File: src/rtl/pcs_rx_link_ctrl.sv
// 10GBASE-R PCS receive link bring-up/monitor: sequences SERDES rx reset, qualifies lock/BER, keeps stats.
// Optional sequence-error counter is built when PCS_RX_LINK_CTRL_SEQ_ERR_CNT_EN is defined.
module pcs_rx_link_ctrl #(
   parameter int RESET_CYCLES  = 4,
   parameter int LOCK_TIMEOUT  = 1024,
   parameter int STABLE_CYCLES = 16,
   parameter int CNT_WIDTH     = 16
) (
   input  logic                 rx_clk,
   input  logic                 rx_rst,
   input  logic                 rx_block_lock,
   input  logic                 rx_high_ber,
   input  logic                 rx_bad_block,
   input  logic                 rx_sequence_error,
   input  logic                 serdes_rx_reset_req,
   input  logic                 clear_counters,
   output logic                 serdes_rx_reset,
   output logic                 pcs_status,
   output logic [2:0]           link_state,
   output logic [CNT_WIDTH-1:0] errored_block_count,
   output logic [CNT_WIDTH-1:0] retry_count,
   output logic [CNT_WIDTH-1:0] link_drop_count,
   output logic [CNT_WIDTH-1:0] seq_error_count
);

   localparam int TMAX = (LOCK_TIMEOUT > RESET_CYCLES) ? LOCK_TIMEOUT : RESET_CYCLES;
   localparam int TW   = $clog2(TMAX + 1);
   localparam int SW   = $clog2(STABLE_CYCLES + 1);

   typedef enum logic [2:0] {
      ST_RESET_SERDES = 3'd0,
      ST_WAIT_LOCK    = 3'd1,
      ST_WAIT_STABLE  = 3'd2,
      ST_LINK_UP      = 3'd3,
      ST_HIGH_BER     = 3'd4
   } state_t;

   state_t         state_q, state_d;
   logic [TW-1:0]  timer_q, timer_d;
   logic [SW-1:0]  stable_q, stable_d;
   logic           serdes_rst_q;
   logic           pcs_status_q;
   logic           retry_inc, drop_inc, err_inc;
   logic [CNT_WIDTH-1:0] err_cnt_q, retry_cnt_q, drop_cnt_q;

   function automatic logic [CNT_WIDTH-1:0] sat_inc(input logic [CNT_WIDTH-1:0] v, input logic en);
      return (en && (v != '1)) ? v + 1'b1 : v;
   endfunction

   always_comb begin
      state_d   = state_q;
      timer_d   = timer_q;
      stable_d  = stable_q;
      retry_inc = 1'b0;
      drop_inc  = 1'b0;
      // A reset request preempts every other transition outside RESET_SERDES.
      if (serdes_rx_reset_req && (state_q != ST_RESET_SERDES)) begin
         state_d  = ST_RESET_SERDES;
         timer_d  = '0;
         stable_d = '0;
         drop_inc = (state_q == ST_LINK_UP);
      end else begin
         case (state_q)
            ST_RESET_SERDES: begin
               if (timer_q == TW'(RESET_CYCLES - 1)) begin
                  state_d = ST_WAIT_LOCK;
                  timer_d = '0;
               end else begin
                  timer_d = timer_q + 1'b1;
               end
            end
            ST_WAIT_LOCK: begin
               if (rx_block_lock) begin
                  state_d  = ST_WAIT_STABLE;
                  stable_d = '0;
               end else if (timer_q == TW'(LOCK_TIMEOUT - 1)) begin
                  state_d   = ST_RESET_SERDES;
                  timer_d   = '0;
                  retry_inc = 1'b1;
               end else begin
                  timer_d = timer_q + 1'b1;
               end
            end
            ST_WAIT_STABLE: begin
               if (!rx_block_lock) begin
                  state_d = ST_WAIT_LOCK;
                  timer_d = '0;
               end else if (rx_high_ber) begin
                  stable_d = '0;
               end else if (stable_q == SW'(STABLE_CYCLES - 1)) begin
                  state_d  = ST_LINK_UP;
                  stable_d = '0;
               end else begin
                  stable_d = stable_q + 1'b1;
               end
            end
            ST_LINK_UP: begin
               if (!rx_block_lock) begin
                  state_d  = ST_WAIT_LOCK;
                  timer_d  = '0;
                  drop_inc = 1'b1;
               end else if (rx_high_ber) begin
                  state_d  = ST_HIGH_BER;
                  drop_inc = 1'b1;
               end
            end
            ST_HIGH_BER: begin
               if (!rx_block_lock) begin
                  state_d = ST_WAIT_LOCK;
                  timer_d = '0;
               end else if (!rx_high_ber) begin
                  state_d  = ST_WAIT_STABLE;
                  stable_d = '0;
               end
            end
            default: begin
               state_d  = ST_RESET_SERDES;
               timer_d  = '0;
               stable_d = '0;
            end
         endcase
      end
   end

   always_ff @(posedge rx_clk) begin
      if (!rx_rst) begin
         state_q      <= ST_RESET_SERDES;
         timer_q      <= '0;
         stable_q     <= '0;
         serdes_rst_q <= 1'b1;
         pcs_status_q <= 1'b0;
      end else begin
         state_q      <= state_d;
         timer_q      <= timer_d;
         stable_q     <= stable_d;
         serdes_rst_q <= (state_d == ST_RESET_SERDES);
         pcs_status_q <= (state_d == ST_LINK_UP);
      end
   end

   assign err_inc = rx_bad_block && ((state_q == ST_LINK_UP) || (state_q == ST_HIGH_BER));

   always_ff @(posedge rx_clk) begin
      if (!rx_rst || clear_counters) begin
         err_cnt_q   <= '0;
         retry_cnt_q <= '0;
         drop_cnt_q  <= '0;
      end else begin
         err_cnt_q   <= sat_inc(err_cnt_q, err_inc);
         retry_cnt_q <= sat_inc(retry_cnt_q, retry_inc);
         drop_cnt_q  <= sat_inc(drop_cnt_q, drop_inc);
      end
   end

`ifdef PCS_RX_LINK_CTRL_SEQ_ERR_CNT_EN
   logic [CNT_WIDTH-1:0] seq_cnt_q;
   logic                 seq_inc;

   assign seq_inc = rx_sequence_error && ((state_q == ST_LINK_UP) || (state_q == ST_HIGH_BER));

   always_ff @(posedge rx_clk) begin
      if (!rx_rst || clear_counters) begin
         seq_cnt_q <= '0;
      end else begin
         seq_cnt_q <= sat_inc(seq_cnt_q, seq_inc);
      end
   end

   assign seq_error_count = seq_cnt_q;
`else
   logic seq_err_unused;
   assign seq_err_unused  = rx_sequence_error;
   assign seq_error_count = '0;
`endif

   assign serdes_rx_reset     = serdes_rst_q;
   assign pcs_status          = pcs_status_q;
   assign link_state          = state_q;
   assign errored_block_count = err_cnt_q;
   assign retry_count         = retry_cnt_q;
   assign link_drop_count     = drop_cnt_q;

endmodule

File: config.mk
export PLATFORM = sky130hd
export DESIGN_NAME = pcs_rx_link_ctrl
export DESIGN_NICKNAME = d
export VERILOG_FILES = /design/src/rtl/pcs_rx_link_ctrl.sv
export SDC_FILE = /design/constraint.sdc
export NUM_CORES = 1
export LEC_CHECK = 0
export ABC_AREA = 1
export CORE_AREA = 2 2 121 123
export CTS_CLUSTER_DIAMETER = 80
export DETAILED_ROUTE_END_ITERATION = 12
export DIE_AREA = 0 0 123 125
export GPL_TIMING_DRIVEN = 0
export PLACE_DENSITY = 0.53
export SKIP_CTS_REPAIR_TIMING = 1
export SLEW_MARGIN = 20
export SYNTH_ARGS = -nofsm -noshare
export SYNTH_HDL_FRONTEND = slang
export SYNTH_SLANG_ARGS = --single-unit
File: constraint.sdc
create_clock -name rx_clk -period 1.8 [get_ports rx_clk]
set_input_delay 0.36 -clock rx_clk [delete_from_list [all_inputs] [get_ports rx_clk]]
set_output_delay 0.36 -clock rx_clk [all_outputs]
set_load 0.005 [all_outputs]
==> impl_metrics.yaml <==
sta:
  tns_ns: 0
  tightest_slew_ns: 0.5689
  setup_viol: 0
  period_share_pct: 95.64
  fmax_mhz: 580.9
  post-route-min-period_ns: 1.722
  slew_violations: 0
  finalHoldViolations: 0
  clock_skew_ns: 0.004475
  setup_ws_ns: 0.07850
  rsz0062_at_grt: "false"
  max-slew-margin-rel_pct: 62.07
detailed_routing:
  wire_per_inst_um: 11.49
  drc: 0
  dr.pass1.iters: 7
  ant_nets: 0
  drt_iter0_drc: 229
  finalWirelength_mm: 10.26
  vias: 3967
  vias_per_cell: 4.442
die:
  coreArea_um2: 14200
  fp.dieArea_um2: 15380
  rows: 44
  io_pins: 77
  die_w_um: 123
  die-height_um: 125
  initial_core_util_pct: 29.27
yosys:
  async_reset_ff_share_pct: 0
  synth-edff-count: 0
  syn-cell-area_um2: 4158
  ys_types: 36
  netlist_instances: 618
  yosysSeqAreaShare_pct: 33.22
  avgSynthCellArea_um2: 6.728
  synth-seq-cells: 69
  yosysWarningCount: 0
  synth_flop_cell: "dfxtp_1"
final_layout:
  area_growth_pct: 29.19
  layout_commonest_cell: "nand2_1"
  drive_gt1_share_pct: 13.12
  layout_common_cells: "157 x nand2_1, 92 x nor2_1, 66 x inv_1"
  final_core_util_pct: 37.82
  postLayoutCellArea_um2: 5371
  final_nets: 718
  diodes: 0
setup_path:
  cp-end-kind: "primary output"
  critPathKind: "reg2out"
  cp_max_fo: 7
  critPathRequiredTime_ns: 1.44
  cp_top_family: "buffers and inverters"
  cp_slowest_cell: "clkdlybuf4s50_1"
  startpoint_type: "register"
  crit_arrival_ns: 1.36
  cp.buffers_inverters: 1
  slowest_delay_ns: 0.56
  cp_cell_sequence: "clkdlybuf4s50_1"
clock_network:
  cts_root_buf: "clkbuf_16"
  clock-sinks: 69
  cts-buffers-inserted: 9
  cts_tree: "built"
  clkTransAtPathRegs_ns: 0.05
  cts_max_level: 3
  cts_max_path_buffers: 2
  clkLatencyLatePin_ns: 0.33
global_routing:
  antenna_found_initial: 0
  grt_max_degree: 11
  grt_pass1_wl_mm: 16.99
  grt-ovfl-total: 0
  grt_use_total_pct: 13.80
  grt_pass1_vias: 3659
worst_hold_path:
  hp-class: "in2reg"
placed_design:
  hpwl_mm: 7.809
  io_buffers: 59
  post-place-ws_ns: -0.3887
  routabilityCongestion: 0.8826
  place_area_um2: 5035
power:
  pwr_density_cell_nw_per_um2: 676.2
  power.leakage_uw: 0.002052
  peakVddDrop_uv: 358.3
run_status:
  status: "finished clean"
run:
  max-cap-violations: 0
## stage by stage
| step | total power [µW] | hold slack, ns | cells |
|---|---|---|---|
| final | 3632 | 0.4441 | 893 |
| after global routing | 3842 | 0.4773 | 893 |
| after CTS | 3675 | 0.4840 | 891 |
| after detailed placement | 2051 | 0.4746 | 876 |
| after global placement | 2043 | 0.4633 | 876 |
| after floorplan | 1934 | 0.4483 | 633 |
## worst paths after layout
check	start	end	slack, ns	cells after the start
min	rx_block_lock	link_state[2]	0.44	3
max reg2reg	link_drop_count[0]	link_drop_count[2]	0.11	9
max	errored_block_count[2]	errored_block_count[2]	0.08	1
min reg2reg	stable_q[4]	stable_q[4]	0.48	2
## power breakdown
part	internal (µW)	leakage, µW	switching (µW)
registers	1570	0.000559	54.0
clock network	958	0.000129	633
logic	175	0.00136	241
total	2700	0.00205	928
## registers in the layout (all words and copies together) (netlist names)
| name | cells |
|---|---|
| link_state | 3 |
| link_drop_count | 16 |
| retry_count | 16 |
| stable_q | 5 |
| serdes_rx_reset | 1 |
| timer_q | 11 |
| pcs_status | 1 |
| errored_block_count | 16 |
## cells in the mapped netlist (2+ instances only)
library cell	count	area share, %
a21oi_1	38	4.6
buf_6	4	1.1
nand4_1	19	2.9
nor2_2	4	0.60
nor3_4	2	0.78
nor3_2	3	0.72
nor3_1	9	1.1
clkbuf_1	4	0.36
nor2_4	6	1.6
nand2_4	2	0.54
xor2_1	24	5.1
nand3_1	35	4.2
nor2_1	94	8.5
xnor2_1	6	1.3
o21ai_1	5	0.60
nand2_2	11	1.7
inv_1	66	6.0
buf_4	18	3.3
inv_4	2	0.30
nand3_2	8	1.9
o21ai_0	14	1.7
ha_1	5	1.5
o21bai_1	2	0.36
dfxtp_1	69	33
nand2_1	157	14
## final cells by class
cell class	instances	area [µm²]
clock inverters	2	10.01
plain buffers	26	198.9
fillers	1549	8832
clock buffers	13	250.2
repair buffers	61	620.6
multi-input cells	468	2406
flip-flops and latches	69	1388
well taps	184	230.2
inverters	70	267.8
## per-layer routing
metal  vias to the layer above  global-route usage (%)  share of wire, %
met3                         8                   3.148               4.6
li1                       2107                       -                 -
met4                         0                   5.615              0.69
met2                        70                   22.10                48
met1                      1782                   17.79                47
met5                         -                       0                 0
## kinds of logic after synthesis
family	share of synthesized area [%]
and+or+nand+nor	39.72
buffers and inverters	11.13
DFF	33.22
AOI/OAI and AO/OA	8.005
xor gates and xnor gates	6.320
adders and majority gates	1.505
other	0.09019
(Power assumes the default switching activity.)
